--- src/rtl/decode_execute_stage.sv ---
// Elastic decode-to-execute pipeline stage with a 2-entry skid buffer and synchronous flush.
// Optional saturating performance counters are enabled with `define DE_PERF_EN.
module decode_execute_stage #(
  parameter int unsigned DATA_W  = 32,
  parameter int unsigned IMM_W   = 32,
  parameter int unsigned CTRL_W  = 8,
  parameter int unsigned RADDR_W = 5,
  parameter int unsigned CNT_W   = 16
) (
  input  logic               CLK,
  input  logic               RST,
  input  logic               CLR,
  input  logic               in_valid,
  output logic               in_ready,
  input  logic [CTRL_W-1:0]  ctrl_d,
  input  logic [DATA_W-1:0]  rd1_d,
  input  logic [DATA_W-1:0]  rd2_d,
  input  logic [IMM_W-1:0]   imm_d,
  input  logic [RADDR_W-1:0] rs_d,
  input  logic [RADDR_W-1:0] rt_d,
  input  logic [RADDR_W-1:0] rd_d,
  output logic               out_valid,
  input  logic               out_ready,
  output logic [CTRL_W-1:0]  ctrl_e,
  output logic [DATA_W-1:0]  rd1_e,
  output logic [DATA_W-1:0]  rd2_e,
  output logic [IMM_W-1:0]   imm_e,
  output logic [RADDR_W-1:0] rs_e,
  output logic [RADDR_W-1:0] rt_e,
  output logic [RADDR_W-1:0] rd_e
`ifdef DE_PERF_EN
  ,
  output logic [CNT_W-1:0]   bubble_cnt,
  output logic [CNT_W-1:0]   stall_cnt,
  output logic [CNT_W-1:0]   flush_cnt
`endif
);

  localparam int unsigned PayW = CTRL_W + 2 * DATA_W + IMM_W + 3 * RADDR_W;

  logic [PayW-1:0] in_pay;
  logic [PayW-1:0] m_pay_q, m_pay_d;
  logic [PayW-1:0] s_pay_q, s_pay_d;
  logic            m_valid_q, m_valid_d;
  logic            s_valid_q, s_valid_d;
  logic            in_fire;
  logic            out_fire;

  assign in_pay   = {ctrl_d, rd1_d, rd2_d, imm_d, rs_d, rt_d, rd_d};
  assign in_ready = ~s_valid_q;
  assign in_fire  = in_valid & ~s_valid_q;
  assign out_valid = m_valid_q;
  assign out_fire = m_valid_q & out_ready;

  // Invalid entries always carry a zero payload so the outputs read as a NOP bubble.
  always_comb begin
    m_valid_d = m_valid_q;
    m_pay_d   = m_pay_q;
    s_valid_d = s_valid_q;
    s_pay_d   = s_pay_q;
    if (CLR) begin
      m_valid_d = 1'b0;
      m_pay_d   = '0;
      s_valid_d = 1'b0;
      s_pay_d   = '0;
    end else if (!m_valid_q || out_fire) begin
      if (s_valid_q) begin
        m_valid_d = 1'b1;
        m_pay_d   = s_pay_q;
        s_valid_d = 1'b0;
        s_pay_d   = '0;
      end else if (in_fire) begin
        m_valid_d = 1'b1;
        m_pay_d   = in_pay;
      end else begin
        m_valid_d = 1'b0;
        m_pay_d   = '0;
      end
    end else if (in_fire) begin
      s_valid_d = 1'b1;
      s_pay_d   = in_pay;
    end
  end

  always_ff @(posedge CLK or negedge RST) begin
    if (!RST) begin
      m_valid_q <= 1'b0;
      m_pay_q   <= '0;
      s_valid_q <= 1'b0;
      s_pay_q   <= '0;
    end else begin
      m_valid_q <= m_valid_d;
      m_pay_q   <= m_pay_d;
      s_valid_q <= s_valid_d;
      s_pay_q   <= s_pay_d;
    end
  end

  assign {ctrl_e, rd1_e, rd2_e, imm_e, rs_e, rt_e, rd_e} = m_pay_q;

`ifdef DE_PERF_EN
  localparam logic [CNT_W-1:0] CntMax = '1;

  logic [CNT_W-1:0] bubble_q, bubble_d;
  logic [CNT_W-1:0] stall_q, stall_d;
  logic [CNT_W-1:0] flush_q, flush_d;

  always_comb begin
    bubble_d = bubble_q;
    stall_d  = stall_q;
    flush_d  = flush_q;
    if (!m_valid_q && bubble_q != CntMax) bubble_d = bubble_q + 1'b1;
    if (m_valid_q && !out_ready && stall_q != CntMax) stall_d = stall_q + 1'b1;
    if (CLR && flush_q != CntMax) flush_d = flush_q + 1'b1;
  end

  always_ff @(posedge CLK or negedge RST) begin
    if (!RST) begin
      bubble_q <= '0;
      stall_q  <= '0;
      flush_q  <= '0;
    end else begin
      bubble_q <= bubble_d;
      stall_q  <= stall_d;
      flush_q  <= flush_d;
    end
  end

  assign bubble_cnt = bubble_q;
  assign stall_cnt  = stall_q;
  assign flush_cnt  = flush_q;
`else
  logic [CNT_W-1:0] unused_cnt_w;
  assign unused_cnt_w = '0;
`endif

endmodule

--- config.mk ---
export PLATFORM = sky130hd
export DESIGN_NAME = decode_execute_stage
export DESIGN_NICKNAME = d
export VERILOG_FILES = /design/src/rtl/decode_execute_stage.sv
export SDC_FILE = /design/constraint.sdc
export NUM_CORES = 1
export LEC_CHECK = 0
export BUFFER_PORTS_ARGS = -buffer_cell sky130_fd_sc_hd__buf_2
export CORE_MARGIN = 2
export CORE_UTILIZATION = 35
export CTS_CLUSTER_DIAMETER = 30
export DETAILED_ROUTE_END_ITERATION = 10
export PLACE_DENSITY = 0.67
export SYNTH_ARGS = -nofsm -noshare
export SYNTH_HDL_FRONTEND = slang
export SYNTH_SLANG_ARGS = --single-unit
--- constraint.sdc ---
create_clock -name CLK -period 1.8 [get_ports CLK]
set_clock_uncertainty 0.05 [all_clocks]
set_input_delay 0.18 -clock CLK [delete_from_list [all_inputs] [get_ports CLK]]
set_output_delay 0.18 -clock CLK [all_outputs]
set_load 0.01 [all_outputs]
==> results.yml, run 1 <==
sta:
  slew_headroom: 0.609
  timing_hold_violations_final: 0
  fin_crit_sh: 0.962
  rsz0062_at_grt: "no"
  whs_ns: 0.0994
  max_slew.worst_pin.slew_ns: 0.587
  min_period_ns: 1.73
  maxSlewViolCount: 0
  fmax_mhz: 577
  setup-violations-final: 0
worst_setup_path:
  critPathMaxFanout: 39
  worstSetupPathType: "reg -> reg"
  arrival_ns: 2.10
  endpoint_kind: "register"
  cp.required_ns: 2.17
  r2r_cells: 5
  crit_path_start_kind: "register"
logic_synthesis:
  synthCells: 937
  syn-num-nets: 1061
  avgSynthCellArea_sq_um: 10.9
  syn_area_sq_um: 10200
  ys_warn_count: 0
  synth.distinct_cells: 21
  async_flop_share: 1.00
  ys_seq_area_frac: 0.586
  synth_ff_type: "dfrtp_1"
  synth_edf_count: 0
  ys_ff_latch: 240
clock_network:
  cts_sinks: 240
  clkTransAtPathRegs_ns: 0.05
  ctsHtreeMaxLevel: 2
  cts_tree: "yes"
  clockBufferDepth: 3
  insertion_delay_ns: 0.55
  cts_buffers: 56
  cts_root_buffer: "clkbuf_16"
die:
  dieArea_sq_um: 30700
  coreArea_sq_um: 28800
  start_util: 0.356
  rows: 62
  die_h_microns: 175
  die-width_microns: 175
  io_pins: 245
layout:
  final_util: 0.527
  drive_gt1_frac: 0.283
  fillers: 2473
  antenna_cells: 0
  multi_input_comb_area_sq_um: 3660
  stdcell_count: 1733
  nNetsFinal: 1427
  area_delta_synth_final_pct: 48.0
  regArea_sq_um: 6010
grt:
  antenna_found_initial: 0
  use_met1: 0.273
  grt_pass1_vias: 9518
  grt_max_degree: 121
  top_usage_layer: "met2"
  grt_use_total: 0.205
  grtUsageMet3: 0.0485
  grt_pass1_wl_microns: 50900
  grt-ovfl-total: 0
  grt_use_met2: 0.332
min_path:
  hp-class: "in -> reg"
  hold_depth: 3
placement:
  portBuffers: 244
  dp_hpwl_microns: 16800
  gp_routability_congestion: 0.739
  placed_cells: 1499
routing:
  first_pass_iters: 5
  wl_microns: 31500
  wl_per_cell_microns: 18.2
  drt_first_iter_violations: 514
  num_vias: 9005
  drt.antenna.violating_nets: 0
  drcViolationCount: 0
  vias_per_cell: 5.20
power_and_ir_drop:
  leakagePower_uw: 0.00754
  ir_drop_mv: 0.810
  power_density_nw_per_um2: 1190
flow_run:
  cap_violations: 0
run_status:
  status: "completed"
[cell type report]
cell class	instances	area share
multi-input combinational	604	0.242
sequential	240	0.396
tap	384	0.0317
clock buffer	71	0.102
inverter	1	0.000247
timing repair buffer	400	0.196
clock inverter	33	0.0318
[logic make-up (layout without fill, tap and decap cells)]
logic type / count (synthesis) / after routing / share of synthesized area
simple gates: 245 / 245 / 0.0920
buf+inv: 93 / 505 / 0.0578
compound gates: 359 / 359 / 0.264
flops: 240 / 240 / 0.586
[cell usage after synthesis (2+ instances only)]
master,n,area (sq um)
buf_6,3,33.8
nand2_1,238,893
nor2_1,2,7.51
o21ai_0,10,50.1
o21ai_1,109,546
buf_1,9,33.8
clkbuf_1,18,67.6
buf_4,11,82.6
buf_2,40,200
buf_8,10,150
a22o_1,238,2080
dfrtp_1,240,6010
[flip-flops by register name (all words and copies together) (netlist names)]
signal / count
m_pay_q: 119
out_valid: 1
s_pay_q: 119
s_valid_q: 1
[layer usage]
layer  share of wire  vias up
met4           0.020        0
met1            0.44     4478
met2            0.47      342
met3           0.068       56
li1                -     4129
met5               0        -
[critical path, cell delays in order (launching register included)]
cell and delay (ns):
dfrtp_4 0.50, and4bb_4 0.34, a211oi_4 0.04, buf_4 0.17, clkbuf_16 0.21, a22o_1 0.27
[repair_timing]
action / 4_1_cts / 5_1_grt
resized for setup: 1 / 2
hold buffers: 121 / 0
pin swaps: 1 / 1
hold endpoints to repair: 396 / 0
endpoints found under the setup margin: 1 / 110
cloned: 2 / 1
buffers inserted: 0 / 6
[per-stage QoR]
| stage | power [uW] | TNS [ns] | worst slack, ns | instance area, sq um |
|---|---|---|---|---|
| final | 18000 | 0 | 0.0682 | 15200 |
| after global routing | 18600 | 0 | 0.0329 | 15200 |
| after CTS | 18100 | -0.0105 | -0.0105 | 15100 |
| after detailed placement | 6980 | 0 | 0.0351 | 11800 |
| after global placement | 6960 | 0 | 0.0784 | 11800 |
| after floorplan | 6380 | 0 | 0.297 | 10200 |
[placed cells by master, fill, tap and decap left out]
cell type	count
dlygate4sd3_1	121
dfrtp_4	1
inv_1	1
nor2b_4	1
buf_12	14
clkinv_4	2
nand2_1	238
clkbuf_1	7
clkbuf_8	7
nor3_1	1
a21oi_1	1
dfrtp_1	239
bufinv_16	11
inv_6	5
and4bb_4	1
nor2_4	1
clkbuf_16	58
buf_8	1
buf_16	1
and2b_4	1
buf_6	2
nand2b_1	1
clkinvlp_4	6
a211oi_4	1
nor2_1	1
bufbuf_16	2
clkinv_2	9
o21ai_1	109
o21ai_0	10
buf_4	16
a22o_1	238
buf_2	242
[power by group]
| group | switching, uW | internal [uW] | leakage [uW] |
|---|---|---|---|
| clock | 3210 | 7620 | 0.000983 |
| sequential | 115 | 5600 | 0.00328 |
| combinational | 772 | 657 | 0.00327 |
[worst paths after layout]
check	startpoint	to	slack, ns
max	s_valid_q$_DFFE_PN0P_	s_pay_q[52]$_DFFE_PN0P_	0.07
min	out_ready	s_valid_q$_DFFE_PN0P_	0.1
max reg2reg	s_valid_q$_DFFE_PN0P_	s_pay_q[52]$_DFFE_PN0P_	0.07
min reg2reg	m_pay_q[40]$_DFFE_PN0N_	m_pay_q[40]$_DFFE_PN0N_	0.44
max in group asynchronous	RST	m_pay_q[74]$_DFFE_PN0N_	0.89
min in group asynchronous	RST	m_pay_q[21]$_DFFE_PN0N_	0.14
(Power assumes the default switching activity.)
==> run 2: changes to the inputs <==
--- a/config.mk
+++ b/config.mk
@@ -10,7 +10,7 @@
 export CORE_UTILIZATION = 35
 export CTS_CLUSTER_DIAMETER = 30
 export DETAILED_ROUTE_END_ITERATION = 10
-export PLACE_DENSITY = 0.67
+export PLACE_DENSITY_LB_ADDON = 0.3
 export SYNTH_ARGS = -nofsm -noshare
 export SYNTH_HDL_FRONTEND = slang
 export SYNTH_SLANG_ARGS = --single-unit
==> results.yml, run 2 (synthesis gave the netlist of run 1 again) <==
worst_setup_path:
  arrival_ns: 2.11
  critPathMaxFanout: 40
  endpoint_kind: "register"
  worstPathCellList: "and4bb_4 > a211oi_4 > buf_4 > clkbuf_16 > a22o_1"
  crit_buf_inv: 2
  worstSetupPathType: "reg -> reg"
  critPathTopFamily: "flip-flops"
  r2r_cells: 5
  timing.reg2reg.setup_slack_ns: 0.04
  slowest_delay_ns: 0.49
  worstReg2RegEnd: "s_pay_q[18]$_DFFE_PN0P_"
  cp.required_ns: 2.16
  critical-path-slowest-cell: "dfrtp_4"
  crit_path_start_kind: "register"
  r2r_start: "s_valid_q$_DFFE_PN0P_"
layout:
  area_delta_synth_final_pct: 47.2
  drive_gt1_frac: 0.279
  nNetsFinal: 1423
  final_cell_mix: "buf_2 (242), dfrtp_1 (239), nand2_1 (238), a22o_1 (238), dlygate4sd3_1 (121)"
  reg.largest.list: "m_pay_q: 119 flops, s_pay_q: 119 flops"
  final_common_cell: "buf_2"
  stdcell_count: 1728
  finalInstanceArea_sq_um: 15100
sta:
  setup-violations-final: 0
  maxSlewViolCount: 0
  fmax_mhz: 570
  max_slew.worst_pin.slew_ns: 0.617
  rsz0062_at_grt: "no"
  min_period_ns: 1.76
  slew_headroom: 0.589
  timing_hold_violations_final: 0
  fin_crit_sh: 0.975
  tns_ns: 0
clock_network:
  ctsHtreeMaxLevel: 2
  clockBufferDepth: 3
  cts_buffers: 55
  cts_root_buffer: "clkbuf_16"
  cts_tree: "yes"
  insertion_delay_ns: 0.53
  clkTransAtPathRegs_ns: 0.05
  cts_sinks: 240
placement:
  place_area_sq_um: 11800
  dp_hpwl_microns: 16600
  placed_cells: 1500
  portBuffers: 244
  gp_routability_congestion: 0.741
die:
  coreArea_sq_um: 28800
  start_util: 0.356
  die_h_microns: 175
  io_pins: 245
  rows: 62
  dieArea_sq_um: 30700
  die-width_microns: 175
routing:
  first_pass_iters: 4
  wl_microns: 30600
  num_vias: 8883
  drt.antenna.violating_nets: 0
  drt_first_iter_violations: 678
  drcViolationCount: 0
  wl_per_cell_microns: 17.7
  vias_per_cell: 5.14
power_and_ir_drop:
  leakagePower_uw: 0.00748
  ir_drop_mv: 0.637
  power_density_nw_per_um2: 1180
flow_run:
  cap_violations: 0
grt:
  grt_use_total: 0.196
  grt_max_degree: 133
  grt_pass1_vias: 9145
  grt_pass1_wl_microns: 49000
  antenna_found_initial: 1
  grt-ovfl-total: 0
run_status:
  status: "completed"
min_path:
  hp-class: "in -> async"
==> run 2: changes by cell type in the layout (fill, tap and decap cells not counted) <==
cell,before,now
bufinv_16,11,10
buf_6,2,1
buf_4,16,12
bufbuf_16,2,0
clkinvlp_4,6,5
buf_8,1,3
clkbuf_1,7,8
buf_12,14,17
diode_2,0,1
clkbuf_8,7,6
buf_16,1,0
clkinv_4,2,6
inv_6,5,3
clkinv_2,9,6
==> run 2: final cells by class <==
class / instances / area (sq um)
Timing Repair Buffer: 397 / 2930
Antenna cell: 1 / 2.50
Sequential cell: 240 / 6010
Multi-Input combinational cell: 604 / 3660
Fill cell: 2483 / 13700
Clock buffer: 71 / 1540
Clock inverter: 30 / 447
Tap cell: 384 / 480
Inverter: 1 / 3.75
==> run 2: timing repair <==
action | CTS | global route
hold endpoints to repair | 426 | 0
setup buffers | 0 | 4
resized for setup | 1 | 6
cloned | 0 | 1
endpoints found under the setup margin | 15 | 76
pin swaps | 0 | 2
hold buffers | 121 | 0
==> run 2: worst register-to-register path, stage by stage, from the launching register on <==
cell and delay, ns:
dfrtp_4 0.49, and4bb_4 0.33, a211oi_4 0.04, buf_4 0.16
clkbuf_16 0.20, a22o_1 0.36
==> run 2: worst max-delay path by stage <==
stage	from	endpoint	slack, ns	cells after the start
6_report	s_valid_q$_DFFE_PN0P_	s_pay_q[18]$_DFFE_PN0P_	0.04	5
5_1_grt	s_valid_q$_DFFE_PN0P_	s_pay_q[18]$_DFFE_PN0P_	0.03	5
4_1_cts	s_valid_q$_DFFE_PN0P_	s_pay_q[18]$_DFFE_PN0P_	0.006	4
3_5_place_dp	s_valid_q$_DFFE_PN0P_	s_pay_q[107]$_DFFE_PN0P_	0.01	4
3_3_place_gp	s_valid_q$_DFFE_PN0P_	s_pay_q[22]$_DFFE_PN0P_	0.05	4
2_1_floorplan	s_valid_q$_DFFE_PN0P_	s_pay_q[100]$_DFFE_PN0P_	0.30	6
==> run 2: metrics by stage <==
stage / util / hold slack (ns) / worst slack [ns] / total power [uW]
2_1_floorplan: - / -0.166 / 0.297 / 6380
4_1_cts: 0.522 / 0.0983 / 0.00616 / 17900
3_5_place_dp: 0.411 / 0.0865 / 0.0135 / 6990
3_3_place_gp: 0.411 / 0.0899 / 0.0454 / 6980
6_report: 0.524 / 0.120 / 0.0441 / 17700
5_1_grt: 0.524 / 0.136 / 0.0299 / 18300
==> run 2: power breakdown <==
group          internal, uW  switching [uW]  leakage (uW)  total (uW)
registers              5600             115       0.00328        5720
logic                   649             771       0.00324        1420
clock network          7430            3170      0.000959       10600
==> run 2: layer usage <==
metal  routed length [microns]  up-vias  track usage
met5                         0        -            0
met4                       637        0       0.0635
met3                      1780       47       0.0431
met2                     14100      319        0.303
met1                     14100     4396        0.273
li1                          -     4121            -
==> run 3: changes to the inputs <==
==> constraint.sdc (replaced) <==
create_clock -name CLK -period 2.25 [get_ports CLK]
set_clock_uncertainty 0.05 [all_clocks]
set_input_delay 0.225 -clock CLK [delete_from_list [all_inputs] [get_ports CLK]]
set_output_delay 0.225 -clock CLK [all_outputs]
set_load 0.01 [all_outputs]
==> results.yml, run 3 (synthesis gave the netlist of run 1 again) <==
run_status:
  status: "completed"
clock_network:
  insertion_delay_ns: 0.55
  cts_root_buffer: "clkbuf_16"
  cts_tree: "yes"
  clockBufferDepth: 3
  clkTransAtPathRegs_ns: 0.05
  cts_sinks: 240
  cts_buffers: 59
  ctsHtreeMaxLevel: 2
layout:
  antenna_cells: 0
  fillers: 2473
  reg.largest.list: "m_pay_q: 119 flops, s_pay_q: 119 flops"
  finalInstanceArea_sq_um: 15200
  final_cell_mix: "buf_2 (242), dfrtp_1 (239), nand2_1 (238), a22o_1 (238), dlygate4sd3_1 (121)"
  final_common_cell: "buf_2"
  drive_gt1_frac: 0.282
  area_delta_synth_final_pct: 48.5
  nNetsFinal: 1414
die:
  coreArea_sq_um: 28800
  io_pins: 245
  start_util: 0.356
  dieArea_sq_um: 30700
  die-width_microns: 175
  rows: 62
  die_h_microns: 175
placement:
  gp_routability_congestion: 0.739
  portBuffers: 244
  place_area_sq_um: 11700
  pre_cts_ws_ns: 0.429
  dp_hpwl_microns: 16100
worst_setup_path:
  worstSetupPathType: "reg -> out"
  cp.required_ns: 1.98
  crit_path_start_kind: "register"
  endpoint_kind: "primary output"
  critPathMaxFanout: 203
  arrival_ns: 1.82
  r2r_start: "s_valid_q$_DFFE_PN0P_"
  timing.reg2reg.setup_slack_ns: 0.38
  r2r_cells: 4
  worstReg2RegEnd: "s_pay_q[112]$_DFFE_PN0P_"
sta:
  slew_headroom: 0.489
  rsz0062_at_grt: "no"
  max_slew.worst_pin.slew_ns: 0.767
  fmax_mhz: 477
  min_period_ns: 2.10
  maxSlewViolCount: 0
  setup_slack_ns: 0.152
  whs_ns: 0.134
  fin_crit_sh: 0.933
  setup-violations-final: 0
  timing_hold_violations_final: 0
  tns_ns: 0
power_and_ir_drop:
  leakagePower_uw: 0.00754
  power_density_nw_per_um2: 1000
  ir_drop_mv: 0.514
  power.total_uw: 15200
routing:
  drt.antenna.violating_nets: 0
  dr_wl_met3_microns: 1800
  wl_met2_microns: 13400
  first_pass_iters: 7
  vias_per_cell: 5.05
  drcViolationCount: 0
  num_vias: 8708
  wl_met1_microns: 13500
  wl_per_cell_microns: 17.0
  wl_microns: 29200
  drt_first_iter_violations: 509
  highest_layer: "met4"
grt:
  grt-ovfl-total: 0
  grt_use_total: 0.190
  grt_max_degree: 204
  grt_pass1_wl_microns: 47500
  grt_pass1_vias: 9006
  antenna_found_initial: 0
min_path:
  holdPathEnd: "s_valid_q$_DFFE_PN0P_"
  hp-start: "out_ready"
  hold_depth: 3
  hp-class: "in -> reg"
flow_run:
  cap_violations: 0
-- run 3: metal layers --
| metal | GRT usage | vias up |
|---|---|---|
| met2 | 0.306 | 289 |
| li1 | - | 4102 |
| met3 | 0.0387 | 50 |
| met5 | 0 | - |
| met1 | 0.262 | 4267 |
| met4 | 0.0517 | 0 |
-- run 3: per-stage QoR --
step / util / cells
after detailed placement: 0.407 / 1492
after CTS: 0.529 / 1723
after global routing: 0.529 / 1723
final: 0.529 / 1723
after floorplan: - / 937
after global placement: 0.407 / 1492
-- run 3: cell type report --
cell class	instances	area (sq um)	area share
Multi-Input combinational cell	604	3660	0.241
Sequential cell	240	6010	0.395
Inverter	1	3.75	0.000247
Clock inverter	37	617	0.0405
Clock buffer	73	1660	0.109
Tap cell	384	480	0.0316
Timing Repair Buffer	384	2780	0.183
-- run 3: worst max path at each step --
stage | startpoint | endpoint | slack [ns] | depth (start not counted)
after floorplan | s_valid_q$_DFFE_PN0P_ | s_pay_q[100]$_DFFE_PN0P_ | 0.75 | 6
after global placement | s_valid_q$_DFFE_PN0P_ | s_pay_q[44]$_DFFE_PN0P_ | 0.49 | 4
after detailed placement | out_ready | s_pay_q[31]$_DFFE_PN0P_ | 0.43 | 5
after CTS | s_valid_q$_DFFE_PN0P_ | in_ready | 0.06 | 3
after global routing | s_valid_q$_DFFE_PN0P_ | in_ready | 0.009 | 3
final | s_valid_q$_DFFE_PN0P_ | in_ready | 0.15 | 3
-- run 3: repair_timing --
| action | in CTS | in global routing |
|---|---|---|
| hold buffers | 121 | 0 |
| hold endpoints to repair | 375 | 0 |
| endpoints found under the setup margin | 0 | 1 |
| setup buffers | 0 | 0 |
| gates resized for setup | 0 | 1 |
-- run 3: where the power goes --
| part | internal, uW | total (uW) | switching, uW |
|---|---|---|---|
| clock network | 6910 | 9560 | 2650 |
| logic | 494 | 1090 | 592 |
| registers | 4480 | 4570 | 92.6 |
-- run 3: critical path, cell delays in order (launching register included) --
cell,delay (ns)
dfrtp_4,0.46
buf_16,0.53
inv_1,0.08
buf_2,0.16
